<file path="config.mk">
export PLATFORM = sky130hd
export DESIGN_NAME = iter_muldiv
export DESIGN_NICKNAME = d
export VERILOG_FILES = /design/src/rtl/iter_muldiv.sv
export SDC_FILE = /design/constraint.sdc
export NUM_CORES = 1
export LEC_CHECK = 0
export CORE_AREA = 2 2 189 98
export DETAILED_ROUTE_END_ITERATION = 8
export DIE_AREA = 0 0 191 100
export GPL_TIMING_DRIVEN = 0
export HOLD_SLACK_MARGIN = 0.1
export PLACE_DENSITY = 0.52
export RECOVER_POWER = 100
export SYNTH_ARGS = -nofsm -noshare
export SYNTH_HDL_FRONTEND = slang
export SYNTH_SLANG_ARGS = --single-unit
</file>
<file path="constraint.sdc">
create_clock -name clk -period 7.5 [get_ports clk]
set_input_delay 1.5 -clock clk [delete_from_list [all_inputs] [get_ports clk]]
set_output_delay 1.5 -clock clk [all_outputs]
set_load 0.01 [all_outputs]
</file>
<file path="src/rtl/iter_muldiv.sv">
// iter_muldiv: iterative multiply/divide unit. Shift-add multiply (LSB first), restoring divide (MSB first), one bit per cycle.
// Optional signed ops on op[1] are built only when the macro ITER_MULDIV_SIGNED_EN is defined.
module iter_muldiv #(
  parameter int WIDTH = 16
) (
  input  logic             clk,
  input  logic             reset,
  input  logic             start,
  input  logic [1:0]       op,
  input  logic [WIDTH-1:0] a,
  input  logic [WIDTH-1:0] b,
  input  logic             kill,
  output logic             busy,
  output logic             done,
  output logic [WIDTH-1:0] result_lo,
  output logic [WIDTH-1:0] result_hi,
  output logic             div_by_zero
);
  localparam int CW = (WIDTH > 1) ? $clog2(WIDTH) : 1;
  localparam logic [CW-1:0] LAST = CW'(WIDTH - 1);

  typedef enum logic [1:0] {S_IDLE, S_RUN, S_DONE} state_t;

  state_t           state_q;
  logic             busy_q, done_q, dbz_q;
  logic [WIDTH-1:0] res_lo_q, res_hi_q;
  logic [WIDTH-1:0] hi_q, lo_q, mc_q;
  logic             div_q, neg_lo_q, neg_hi_q;
  logic [CW-1:0]    cnt_q;

  logic             is_div, div_zero, a_neg, b_neg;
  logic [WIDTH-1:0] a_mag, b_mag;

  assign is_div   = op[0];
  assign div_zero = is_div && (b == '0);

`ifdef ITER_MULDIV_SIGNED_EN
  assign a_neg = op[1] & a[WIDTH-1];
  assign b_neg = op[1] & b[WIDTH-1];
`else
  logic unused_op_hi;
  assign unused_op_hi = op[1];
  assign a_neg = 1'b0;
  assign b_neg = 1'b0;
`endif

  // The core always works on magnitudes; signs are reapplied when the result is captured.
  assign a_mag = a_neg ? (WIDTH'(0) - a) : a;
  assign b_mag = b_neg ? (WIDTH'(0) - b) : b;

  logic [WIDTH:0]   mul_sum, div_shift;
  logic [WIDTH-1:0] div_diff, hi_step, lo_step;
  logic             div_ge;

  always_comb begin
    mul_sum   = {1'b0, hi_q} + (lo_q[0] ? {1'b0, mc_q} : '0);
    div_shift = {hi_q, lo_q[WIDTH-1]};
    div_ge    = (div_shift >= {1'b0, mc_q});
    div_diff  = div_shift[WIDTH-1:0] - mc_q;
    hi_step   = mul_sum[WIDTH:1];
    lo_step   = {mul_sum[0], lo_q[WIDTH-1:1]};
    if (div_q) begin
      hi_step = div_ge ? div_diff : div_shift[WIDTH-1:0];
      lo_step = {lo_q[WIDTH-2:0], div_ge};
    end
  end

  logic [2*WIDTH-1:0] prod, prod_fix;
  logic [WIDTH-1:0]   fin_lo, fin_hi;

  always_comb begin
    prod     = {hi_step, lo_step};
    prod_fix = neg_lo_q ? ((2*WIDTH)'(0) - prod) : prod;
    {fin_hi, fin_lo} = prod_fix;
    if (div_q) begin
      fin_lo = neg_lo_q ? (WIDTH'(0) - lo_step) : lo_step;
      fin_hi = neg_hi_q ? (WIDTH'(0) - hi_step) : hi_step;
    end
  end

  always_ff @(posedge clk) begin
    if (reset) begin
      state_q  <= S_IDLE;
      busy_q   <= 1'b0;
      done_q   <= 1'b0;
      dbz_q    <= 1'b0;
      res_lo_q <= '0;
      res_hi_q <= '0;
      hi_q     <= '0;
      lo_q     <= '0;
      mc_q     <= '0;
      div_q    <= 1'b0;
      neg_lo_q <= 1'b0;
      neg_hi_q <= 1'b0;
      cnt_q    <= '0;
    end else if (kill) begin
      state_q <= S_IDLE;
      busy_q  <= 1'b0;
      done_q  <= 1'b0;
      cnt_q   <= '0;
    end else begin
      case (state_q)
        S_IDLE, S_DONE: begin
          done_q  <= 1'b0;
          state_q <= S_IDLE;
          if (start) begin
            if (div_zero) begin
              // Divide by zero bypasses the iteration and completes immediately.
              state_q  <= S_DONE;
              done_q   <= 1'b1;
              res_lo_q <= '1;
              res_hi_q <= a;
              dbz_q    <= 1'b1;
            end else begin
              state_q  <= S_RUN;
              busy_q   <= 1'b1;
              cnt_q    <= '0;
              hi_q     <= '0;
              lo_q     <= is_div ? a_mag : b_mag;
              mc_q     <= is_div ? b_mag : a_mag;
              div_q    <= is_div;
              neg_lo_q <= a_neg ^ b_neg;
              neg_hi_q <= is_div ? a_neg : (a_neg ^ b_neg);
            end
          end
        end
        S_RUN: begin
          hi_q  <= hi_step;
          lo_q  <= lo_step;
          cnt_q <= cnt_q + CW'(1);
          if (cnt_q == LAST) begin
            state_q  <= S_DONE;
            busy_q   <= 1'b0;
            done_q   <= 1'b1;
            res_lo_q <= fin_lo;
            res_hi_q <= fin_hi;
            dbz_q    <= 1'b0;
            cnt_q    <= '0;
          end
        end
        default: begin
          state_q <= S_IDLE;
          busy_q  <= 1'b0;
          done_q  <= 1'b0;
        end
      endcase
    end
  end

  assign busy        = busy_q;
  assign done        = done_q;
  assign result_lo   = res_lo_q;
  assign result_hi   = res_hi_q;
  assign div_by_zero = dbz_q;

endmodule
</file>
==> metrics.csv <==
metric;value;unit
Hold Crit Class;flip-flop to flip-flop;
Mapped Nets;846;
first-pass GRT wire length;35580;microns
Post-synth EDFFs;0;
dpl hpwl;18970;microns
via count;6180;
power density over the cells;172.2;nW/um^2
largest net degree at the start of global routing;15;
std cell rows;35;
RSZ-0062 raised after global routing;no;
FMAX;0.2111;GHz
post-CTS sizing;0;
Clock Skew;7.261;ps
async set-reset flop share out of synthesis;0;
number of global-route vias before repair;5640;
clk sinks;89;
Max Root-Sink Buffers;2;
WP data arrival;4990;ps
antenna-violating nets left;0;
crit end category;flip-flop;
Die H;100;microns
layout cells sized above 1;0.04662;
H-tree levels;3;
Worst IR Drop VDD;0.0001097;V
endpoints failing setup;0;
core area;17740;sq um
MaxCap Viol Count;0;
crit path launch type;primary input;
DRC viols;0;
Max Slew Vio Count;0;
Mapped Area;6042;sq um
CTS Buf Count;9;
Slew @ Worst Pin;951.8;ps
setup bufs post-CTS;0;
Final Hold Viols;0;
final setup margin;2763;ps
Tmin final;4737;ps
P_leak;2.851;nW
Max FO, Critical Path;10;
Total Wirelength;23600;microns
initial antenna violation count;0;
# hold bufs at CTS;0;
post-synthesis register bit count;89;
initial DRC count;750;
Fill cells;1871;
worst skew pair latency;350;ps
most common cell after layout, fill and taps aside;dfxtp_1;
status;finished clean;
ant diodes;0;
Synth Area per Inst;7.816;sq um
Main synth FF type;dfxtp_1;
gr usage total;0.2516;
starting density of the core;0.3407;
synthesized instance count;773;
Crit path required time;7760;ps
TritonCTS clock tree;done;
Yosys warnings;0;
nets;926;
WL/cell;21.49;microns
post-synthesis cell type count;72;
vias per std cell;5.628;
final setup TNS;0;ps
slew margin rel.;0.3655;
Tcrit/Tclk final;0.6316;
Seq/Total Area, Yosys;0.2949;
buffer type at the clock tree root;clkbuf_16;
clock transition at the registers of the reported paths;70;ps
pre-CTS WS;3079;ps
First-pass DRT Iterations;7;
gr ovfl total;0;
area of the die;19100;sq um
I/O Buffers;69;
gpl congestion;0.8903;
Worst Path Class, Setup;primary input to flip-flop;
Ports;73;
most frequent cells in the layout;89 x dfxtp_1, 81 x nor2_1, 76 x nand2_1, 64 x a21oi_1, 51 x mux2i_1;
Syn-to-layout area delta;20.67;%
DIE WIDTH;191;microns
## logic make-up after synthesis
kind of cell / after synthesis / synth area share
AOI/OAI and AO/OA: 208 / 0.2315
xor gates and xnor gates: 18 / 0.02609
adders and majority gates: 35 / 0.07496
buffers and inverters: 80 / 0.05343
DFF: 89 / 0.2949
muxes: 55 / 0.09256
and+or+nand+nor: 288 / 0.2265
## path summary, 6_finish.rpt
check / from / to / slack (ps) / depth (start not counted)
setup / recovery: b[8] / hi_q[14]$_SDFFE_PP0P_ / 2760 / 10
hold / removal: lo_q[15]$_SDFFE_PP0P_ / lo_q[15]$_SDFFE_PP0P_ / 460 / 2
setup reg to reg: lo_q[0]$_SDFFE_PP0P_ / hi_q[13]$_SDFFE_PP0P_ / 3440 / 12
hold reg to reg: lo_q[15]$_SDFFE_PP0P_ / lo_q[15]$_SDFFE_PP0P_ / 460 / 2
## metrics by stage
step                total power, W  cell area [sq um]  hold WS [ps]  utilization  instances
finish                    0.001256               7291         462.0       0.4111       1098
global route              0.001301               7291         475.9       0.4111       1098
CTS                       0.001253               7316         457.0       0.4125       1098
detailed placement       0.0008198               7033         448.1       0.3965       1082
global placement         0.0008211               7033         444.3       0.3965       1082
floorplan                0.0007022               6042         436.3            -        773
## where the power goes
part / switching [W] / leakage [nW] / internal [W]
clock network: 0.000199 / 0.137 / 0.000241
logic: 0.000190 / 1.99 / 0.000116
registers: 0.0000177 / 0.725 / 0.000493
## cells in the mapped netlist (2+ instances only)
cell type / n / area, sq um
inv_1: 30 / 112.6
o211ai_1: 5 / 37.54
mux2i_1: 51 / 510.5
nor3_1: 26 / 130.1
ha_1: 33 / 412.9
o2111ai_1: 3 / 26.28
clkbuf_1: 36 / 135.1
buf_2: 9 / 45.04
nand3b_1: 3 / 22.52
nand3_1: 43 / 215.2
and2_1: 20 / 125.1
a21o_1: 15 / 112.6
o21a_1: 3 / 22.52
a21boi_0: 5 / 37.54
a31o_2: 3 / 26.28
a21oi_1: 63 / 315.3
a31o_1: 2 / 17.52
o32ai_1: 2 / 17.52
or3_1: 5 / 31.28
nor2_1: 81 / 304.0
fa_1: 2 / 40.04
o21ai_0: 36 / 180.2
mux2_2: 3 / 33.78
a211oi_1: 26 / 195.2
and3_1: 3 / 18.77
o41ai_1: 3 / 26.28
nor4_1: 8 / 50.05
nor2b_1: 5 / 31.28
nor4_4: 2 / 42.54
nand2b_1: 4 / 25.02
or2_2: 2 / 12.51
nand4_1: 4 / 25.02
xnor2_1: 9 / 78.83
a211o_1: 3 / 26.28
dfxtp_1: 89 / 1782
a31oi_1: 7 / 43.79
a21oi_2: 3 / 26.28
o31ai_1: 4 / 30.03
o31a_1: 3 / 26.28
xor2_1: 9 / 78.83
nand2_1: 76 / 285.3
buf_1: 3 / 11.26
a2111oi_0: 2 / 17.52
## sequential cells by signal, indices dropped and copies added (netlist names)
signal / cells
result_hi: 16
hi_q: 16
mc_q: 16
state_q: 2
result_lo: 16
busy: 1
cnt_q: 4
div_q: 1
div_by_zero: 1
lo_q: 16
## critical path: stages
cell and delay [ps]:
dlygate4sd3_1 590, nor4_1 430, nand2_1 220, o31ai_1 610
and2_0 400, or2_2 170, clkbuf_1 280, clkbuf_1 520
nand3_1 130, o21ai_0 130
## per-layer routing
metal	track usage	part of all wire	vias up
li1	-	-	2935
met1	0.4258	0.55	2949
met2	0.2999	0.33	279
met3	0.07343	0.11	17
met4	0.02624	0.0049	0
met5	0	0	-
## cell type report
cell class              count  area, sq um  share of cell area
multi-input cells         604         3924              0.5382
inverters                  30        112.6             0.01545
plain buffers              50        198.9             0.02729
flip-flops and latches     89         1782              0.2444
repair buffers             69        690.7             0.09473
clock inverters             5        30.03            0.004119
clock buffers              11        252.7             0.03467
well taps                 240        300.3             0.04119
No activity file was read; power rests on OpenSTA's default activity.
